==> src/rtl/huff_symbol_counter_pkg.sv <==
// Shared constants, state encoding and symbol-to-bin mapping for the Huffman
// symbol counter.
package huff_pkg;

  localparam int NUM_SYM = 6;
  localparam int SYM_W   = 8;
  localparam int TOTAL   = 100;
  localparam int CNT_W   = 8;

  localparam logic [1:0] S_IDLE  = 2'd0;
  localparam logic [1:0] S_COUNT = 2'd1;
  localparam logic [1:0] S_DONE  = 2'd2;
  localparam logic [1:0] S_HOLD  = 2'd3;

  typedef enum logic [1:0] {
    IDLE  = S_IDLE,
    COUNT = S_COUNT,
    DONE  = S_DONE,
    HOLD  = S_HOLD
  } state_t;

  typedef struct packed {
    logic        ok;
    logic [31:0] idx;
  } bin_sel_t;

  // Symbols are 1-based on the wire; bins are 0-based. Width-agnostic so a
  // top with overridden SYM_W/NUM_SYM can reuse it.
  function automatic bin_sel_t sym_to_bin(input logic [31:0] sym,
                                          input int unsigned num_sym);
    bin_sel_t r;
    r.ok  = (sym >= 32'd1) && (sym <= num_sym);
    r.idx = r.ok ? (sym - 32'd1) : 32'd0;
    return r;
  endfunction

endpackage

==> src/rtl/huff_symbol_counter_if.sv <==
// Symbol input, controller acknowledge and count result bundle.
interface huff_symbol_counter_if #(
  parameter int NUM_SYM = huff_pkg::NUM_SYM,
  parameter int SYM_W   = huff_pkg::SYM_W,
  parameter int CNT_W   = huff_pkg::CNT_W
);
  logic                     gray_valid;
  logic [SYM_W-1:0]         gray_data;
  logic                     CNT_valid;
  logic                     CNT_end;
  logic [NUM_SYM*CNT_W-1:0] cnt_bus;
  logic                     busy;
  logic                     sym_err;
  logic                     drop_err;

  modport master (
    output gray_valid, gray_data, CNT_valid,
    input  CNT_end, cnt_bus, busy, sym_err, drop_err
  );

  modport slave (
    input  gray_valid, gray_data, CNT_valid,
    output CNT_end, cnt_bus, busy, sym_err, drop_err
  );
endinterface

==> src/rtl/huff_symbol_counter_bin_cnt.sv <==
// One saturating occurrence bin; clear and enable together load a count of 1.
module huff_bin_cnt #(
  parameter int CNT_W = 8
) (
  input  logic             clk,
  input  logic             rst_n,
  input  logic             clr,
  input  logic             en,
  output logic [CNT_W-1:0] cnt
);

  logic [CNT_W-1:0] cnt_q, cnt_d;

  always_comb begin
    cnt_d = cnt_q;
    if (clr) begin
      cnt_d = en ? CNT_W'(1) : '0;
    end else if (en && (cnt_q != {CNT_W{1'b1}})) begin
      cnt_d = cnt_q + CNT_W'(1);
    end
  end

  always_ff @(posedge clk or negedge rst_n) begin
    if (!rst_n) cnt_q <= '0;
    else        cnt_q <= cnt_d;
  end

  assign cnt = cnt_q;

endmodule

==> src/rtl/huff_symbol_counter.sv <==
// Per-symbol frame histogram for the Huffman controller: counts TOTAL symbols,
// flags completion, then freezes the bins until the next frame starts.
module huff_symbol_counter
  import huff_pkg::*;
#(
  parameter int NUM_SYM = huff_pkg::NUM_SYM,
  parameter int SYM_W   = huff_pkg::SYM_W,
  parameter int TOTAL   = huff_pkg::TOTAL,
  parameter int CNT_W   = huff_pkg::CNT_W
) (
  input logic clk,
  input logic reset,
  huff_symbol_counter_if.slave ifc
);

  localparam int TOT_W = $clog2(TOTAL + 1);

  state_t           state_q, state_d;
  logic [TOT_W-1:0] total_q, total_d;
  logic             cnt_end_q, cnt_end_d;
  logic             busy_q, busy_d;
  logic             sym_err_q, sym_err_d;
  logic             drop_err_q, drop_err_d;
  logic             bin_clr;
  logic             sym_acc;
  bin_sel_t         sel;
  logic [NUM_SYM-1:0] bin_en;
  logic [CNT_W-1:0]   bin_cnt [NUM_SYM];

  assign sel = sym_to_bin(32'(ifc.gray_data), NUM_SYM);

  always_comb begin
    state_d    = state_q;
    total_d    = total_q;
    cnt_end_d  = cnt_end_q;
    busy_d     = busy_q;
    sym_err_d  = sym_err_q;
    drop_err_d = drop_err_q;
    bin_clr    = 1'b0;
    sym_acc    = 1'b0;
    case (state_q)
      IDLE, HOLD: begin
        // First symbol of a frame wipes the previous frame's results.
        if (ifc.gray_valid) begin
          bin_clr    = 1'b1;
          sym_acc    = 1'b1;
          total_d    = TOT_W'(1);
          sym_err_d  = ~sel.ok;
          drop_err_d = 1'b0;
          if (TOTAL == 1) begin
            state_d   = DONE;
            cnt_end_d = 1'b1;
            busy_d    = 1'b0;
          end else begin
            state_d   = COUNT;
            cnt_end_d = 1'b0;
            busy_d    = 1'b1;
          end
        end
      end
      COUNT: begin
        if (ifc.gray_valid) begin
          sym_acc   = 1'b1;
          total_d   = total_q + TOT_W'(1);
          sym_err_d = sym_err_q | ~sel.ok;
          if (total_q == TOT_W'(TOTAL - 1)) begin
            state_d   = DONE;
            cnt_end_d = 1'b1;
            busy_d    = 1'b0;
          end
        end
      end
      DONE: begin
        if (ifc.gray_valid) drop_err_d = 1'b1;
        if (ifc.CNT_valid) begin
          state_d   = HOLD;
          cnt_end_d = 1'b0;
        end
      end
      default: state_d = IDLE;
    endcase
  end

  always_ff @(posedge clk or negedge reset) begin
    if (!reset) begin
      state_q    <= IDLE;
      total_q    <= '0;
      cnt_end_q  <= 1'b0;
      busy_q     <= 1'b0;
      sym_err_q  <= 1'b0;
      drop_err_q <= 1'b0;
    end else begin
      state_q    <= state_d;
      total_q    <= total_d;
      cnt_end_q  <= cnt_end_d;
      busy_q     <= busy_d;
      sym_err_q  <= sym_err_d;
      drop_err_q <= drop_err_d;
    end
  end

  for (genvar k = 0; k < NUM_SYM; k++) begin : g_bin
    assign bin_en[k] = sym_acc && sel.ok && (sel.idx == 32'(k));

    huff_bin_cnt #(.CNT_W(CNT_W)) u_bin (
      .clk   (clk),
      .rst_n (reset),
      .clr   (bin_clr),
      .en    (bin_en[k]),
      .cnt   (bin_cnt[k])
    );

    assign ifc.cnt_bus[k*CNT_W +: CNT_W] = bin_cnt[k];
  end

  assign ifc.CNT_end  = cnt_end_q;
  assign ifc.busy     = busy_q;
  assign ifc.sym_err  = sym_err_q;
  assign ifc.drop_err = drop_err_q;

endmodule

==> src/flat_wrapper.sv <==
// flat-port wrapper written by rule: the top's interface ports become plain ports
module huff_symbol_counter_flat import huff_pkg::*;
#(
  parameter int NUM_SYM = huff_pkg::NUM_SYM,
  parameter int SYM_W   = huff_pkg::SYM_W,
  parameter int TOTAL   = huff_pkg::TOTAL,
  parameter int CNT_W   = huff_pkg::CNT_W
)
  (clk, reset, ifc_gray_valid, ifc_gray_data, ifc_CNT_valid, ifc_CNT_end, ifc_cnt_bus, ifc_busy, ifc_sym_err, ifc_drop_err);
  huff_symbol_counter_if #(.NUM_SYM(NUM_SYM), .SYM_W(SYM_W), .CNT_W(CNT_W)) ifc_i ();
  input logic clk;
  input logic reset;
  input wire logic [$bits(ifc_i.gray_valid)-1:0] ifc_gray_valid;
  input wire logic [$bits(ifc_i.gray_data)-1:0] ifc_gray_data;
  input wire logic [$bits(ifc_i.CNT_valid)-1:0] ifc_CNT_valid;
  output wire logic [$bits(ifc_i.CNT_end)-1:0] ifc_CNT_end;
  output wire logic [$bits(ifc_i.cnt_bus)-1:0] ifc_cnt_bus;
  output wire logic [$bits(ifc_i.busy)-1:0] ifc_busy;
  output wire logic [$bits(ifc_i.sym_err)-1:0] ifc_sym_err;
  output wire logic [$bits(ifc_i.drop_err)-1:0] ifc_drop_err;
  assign ifc_i.gray_valid = ifc_gray_valid;
  assign ifc_i.gray_data = ifc_gray_data;
  assign ifc_i.CNT_valid = ifc_CNT_valid;
  assign ifc_CNT_end = ifc_i.CNT_end;
  assign ifc_cnt_bus = ifc_i.cnt_bus;
  assign ifc_busy = ifc_i.busy;
  assign ifc_sym_err = ifc_i.sym_err;
  assign ifc_drop_err = ifc_i.drop_err;
  huff_symbol_counter #(.NUM_SYM(NUM_SYM), .SYM_W(SYM_W), .TOTAL(TOTAL), .CNT_W(CNT_W)) u_core (.clk(clk), .reset(reset), .ifc(ifc_i));
endmodule
==> config.mk <==
export PLATFORM = sky130hd
export DESIGN_NAME = huff_symbol_counter_flat
export DESIGN_NICKNAME = d
export VERILOG_FILES = /design/src/rtl/huff_symbol_counter_pkg.sv /design/src/rtl/huff_symbol_counter_if.sv /design/src/rtl/huff_symbol_counter_bin_cnt.sv /design/src/rtl/huff_symbol_counter.sv /design/src/flat_wrapper.sv
export SDC_FILE = /design/constraint.sdc
export NUM_CORES = 1
export LEC_CHECK = 0
export CAP_MARGIN = 20
export CORE_AREA = 3 3 125 127
export DETAILED_ROUTE_END_ITERATION = 16
export DIE_AREA = 0 0 128 130
export PLACE_DENSITY = 0.48
export SYNTH_ARGS = -nofsm -noshare
export SYNTH_HDL_FRONTEND = slang
export SYNTH_SLANG_ARGS = --single-unit
==> constraint.sdc <==
create_clock -name clk -period 2.2 [get_ports clk]
set_input_delay 0.22 -clock clk [delete_from_list [all_inputs] [get_ports clk]]
set_output_delay 0.22 -clock clk [all_outputs]
set_load 0.005 [all_outputs]
==> impl_metrics.py <==
metrics = {
    "logic_synthesis": {
        "ys_ff_latch": 61,
        "yosys.area_share.simple": 0.281,
        "syn-cell-area_um2": 3620,
        "synth_top_family_by_area": "simple AND/OR/NAND/NOR gates",
        "syn_inst": 401,
        "syn_nets": 426,
        "ys_warn_count": 0,
        "syn_area_per_cell_um2": 9.04,
        "synth_xor_area_frac": 0.0145,
        "ys_types": 59,
        "ys_async_sr_fraction": 1.00,
        "synthMuxAreaShare": 0.0142,
        "synth_flop_cell": "dfrtp_1",
        "synth_compound_gate_area_share": 0.194,
        "synthAdderAreaFrac": 0.0449,
        "yosysSeqAreaShare": 0.421,
        "synth_edf_count": 0,
    },
    "pwr": {
        "pwr-share-seq": 0.324,
        "vdd_ir_drop_max_mv": 0.540,
        "p_leak_nw": 2.19,
        "p_switching_mw": 1.16,
        "pwr-share-comb": 0.275,
        "powerDensity_nw_per_um2": 718,
        "p_clk_frac": 0.401,
        "p_total_mw": 3.84,
        "p_int_mw": 2.69,
        "swShare": 0.301,
    },
    "placed_design": {
        "gp_congestion": 0.789,
        "dpl.hpwl_um": 7490,
        "preCtsSetupSlack_ns": -0.527,
        "port_buffers": 63,
        "place_area_um2": 4810,
    },
    "drt": {
        "detail_route.wl_per_cell_um": 14.8,
        "vias": 3478,
        "ant_nets": 0,
        "dr.pass1.iters": 4,
        "wl_um": 10400,
        "vias_per_cell": 4.95,
        "drt_iter0_drc": 177,
        "drc": 0,
    },
    "clock_network": {
        "clockBufferDepth": 2,
        "cts.sinks": 61,
        "clkLatencyLatePin_ns": 0.33,
        "cts_max_level": 3,
        "cts_tree": "done",
        "clkSlewWorstSetupHoldPaths_ns": 0.06,
        "cts_buffers": 9,
        "root_buffer": "clkbuf_16",
    },
    "cells_and_area": {
        "syn_to_final_growth_pct": 47.7,
        "diodes": 0,
        "layout-drive-gt1-share": 0.205,
        "fill_cells": 1508,
        "layout.nets": 538,
        "final_common_cell": "dfrtp_1",
        "layout_common_cells": "dfrtp_1 (61), clkdlybuf4s50_1 (58), buf_4 (43), nand2_1 (29), o21ai_0 (29)",
        "stdcell_area_um2": 5350,
    },
    "min_path": {
        "hold_path.class": "in2async",
    },
    "grt": {
        "grt_max_degree": 41,
        "antenna_found_initial": 0,
        "grt_pass1_wl_um": 17000,
        "grt_pass1_vias": 3340,
        "track_usage": 0.127,
        "gr-total-overflow": 0,
    },
    "die": {
        "fp.dieH_um": 130,
        "rows": 44,
        "top_level_ports": 64,
        "start_util": 0.249,
        "dieWidth_um": 128,
        "coreArea_um2": 14500,
        "dieArea_um2": 16600,
    },
    "critical_path": {
        "worstPathArrival_ns": 2.49,
        "required_ns": 2.47,
        "reg2reg_to": "u_core.g_bin[1].u_bin.cnt[5]",
        "startpoint_type": "flip-flop",
        "crit_path_end_kind": "flip-flop",
        "worstPathMaxFanout": 7,
        "r2r_cells": 7,
        "rr_startpoint": "u_core.state_q[0]",
        "worstSetupPathType": "reg2reg",
        "r2r_slack_ns": -0.02,
    },
    "timing": {
        "max_clock_freq_mhz": 451,
        "whs_ns": 0.421,
        "hold_violations": 0,
        "drv_slew": 0,
        "fin_crit_sh": 1.01,
        "setup_viol": 2,
        "setup_tns_ns": -0.0192,
        "maxSlewHeadroom": 0.624,
        "worst_slack_ns": -0.0190,
        "skew_ns": 0.00967,
        "finalCriticalPeriod_ns": 2.22,
        "worstMarginPinSlew_ns": 0.564,
        "rsz0062_at_grt": "true",
    },
    "status": {
        "failed_checks": "setup timing",
        "status": "finished, violations left",
    },
    "run": {
        "drv_cap": 0,
    },
}
-- synthesized netlist by cell type (all sizes together), types with 6 or more instances --
master | instances | share of area
dfrtp | 61 | 0.42
o21ai | 35 | 0.049
a21oi | 32 | 0.044
nand2 | 29 | 0.030
nor2 | 29 | 0.030
nand3 | 20 | 0.028
or3 | 15 | 0.026
clkbuf | 13 | 0.013
ha | 13 | 0.045
and3 | 12 | 0.021
or4 | 12 | 0.025
inv | 11 | 0.011
and4 | 9 | 0.022
nand4 | 9 | 0.016
and2 | 8 | 0.014
nor3 | 7 | 0.011
a211oi | 6 | 0.012
-- cells by family after synthesis --
logic type / count (synthesis)
AOI/OAI and AO/OA: 111
xor gates and xnor gates: 6
adders and majority gates: 13
buffers and inverters: 27
DFF: 61
muxes: 5
and+or+nand+nor: 178
-- state kept, by name (all words and copies together), names as in the netlist --
register,cells
u_core.g_bin.u_bin.cnt,48
u_core.ifc.drop_err,1
u_core.state_q,2
u_core.total_q,7
u_core.ifc.CNT_end,1
u_core.ifc.busy,1
u_core.ifc.sym_err,1
-- final cells by class --
| type | instances | area (um2) | area share |
|---|---|---|---|
| Clock buffer | 12 | 256 | 0.0479 |
| Clock inverter | 4 | 70.1 | 0.0131 |
| Inverter | 11 | 41.3 | 0.00772 |
| Multi-Input combinational cell | 314 | 2150 | 0.403 |
| Sequential cell | 61 | 1530 | 0.285 |
| Tap cell | 184 | 230 | 0.0430 |
| Timing Repair Buffer | 116 | 1070 | 0.200 |
-- per-layer routing --
metal,up-vias,part of all wire,GRT usage
met5,-,0,0
met4,0,0.012,0.0368
met3,10,0.047,0.0340
met1,1649,0.49,0.174
li1,1752,-,-
met2,67,0.45,0.198
-- how the worst max path moves through the flow --
stage | start | to
after global routing | u_core.state_q[0] | u_core.g_bin[1].u_bin.cnt[5]
after CTS | u_core.state_q[0] | u_core.g_bin[2].u_bin.cnt[3]
after floorplan | u_core.state_q[0] | u_core.g_bin[1].u_bin.cnt[3]
after global placement | ifc_gray_data[0] | u_core.g_bin[4].u_bin.cnt[6]
final | u_core.state_q[0] | u_core.g_bin[1].u_bin.cnt[5]
after detailed placement | ifc_gray_data[1] | u_core.g_bin[2].u_bin.cnt[3]
-- power groups by stage --
| stage | Sequential, mW | Combinational (mW) | Clock, mW |
|---|---|---|---|
| after floorplan | 1.26 | 0.518 | 0 |
| after detailed placement | 1.26 | 1.01 | 0 |
| after CTS | 1.25 | 1.03 | 1.59 |
| final | 1.25 | 1.06 | 1.54 |
| after global routing | 1.25 | 1.17 | 1.65 |
| after global placement | 1.26 | 1.00 | 0 |
-- what timing repair did --
item,CTS,global route
setup endpoints to repair,29,33
pin swaps,7,14
gates cloned,0,2
resized for setup,6,37
setup buffers,2,2
endpoints found under the hold margin,21,0
hold buffers,1,0
-- critical path, stage by stage, from the launching register on --
cell      delay, ns
dfrtp_1        0.35
inv_1          0.05
ha_2           0.19
nand3b_1       0.26
a211o_1        0.30
or4_4          0.47
or4_1          0.48
nand2_1        0.07
-- metrics by stage --
step,instances,utilization
floorplan,401,-
global placement,678,0.331
detailed placement,679,0.331
CTS,698,0.356
global route,702,0.368
finish,702,0.368
(Power assumes the default switching activity.)
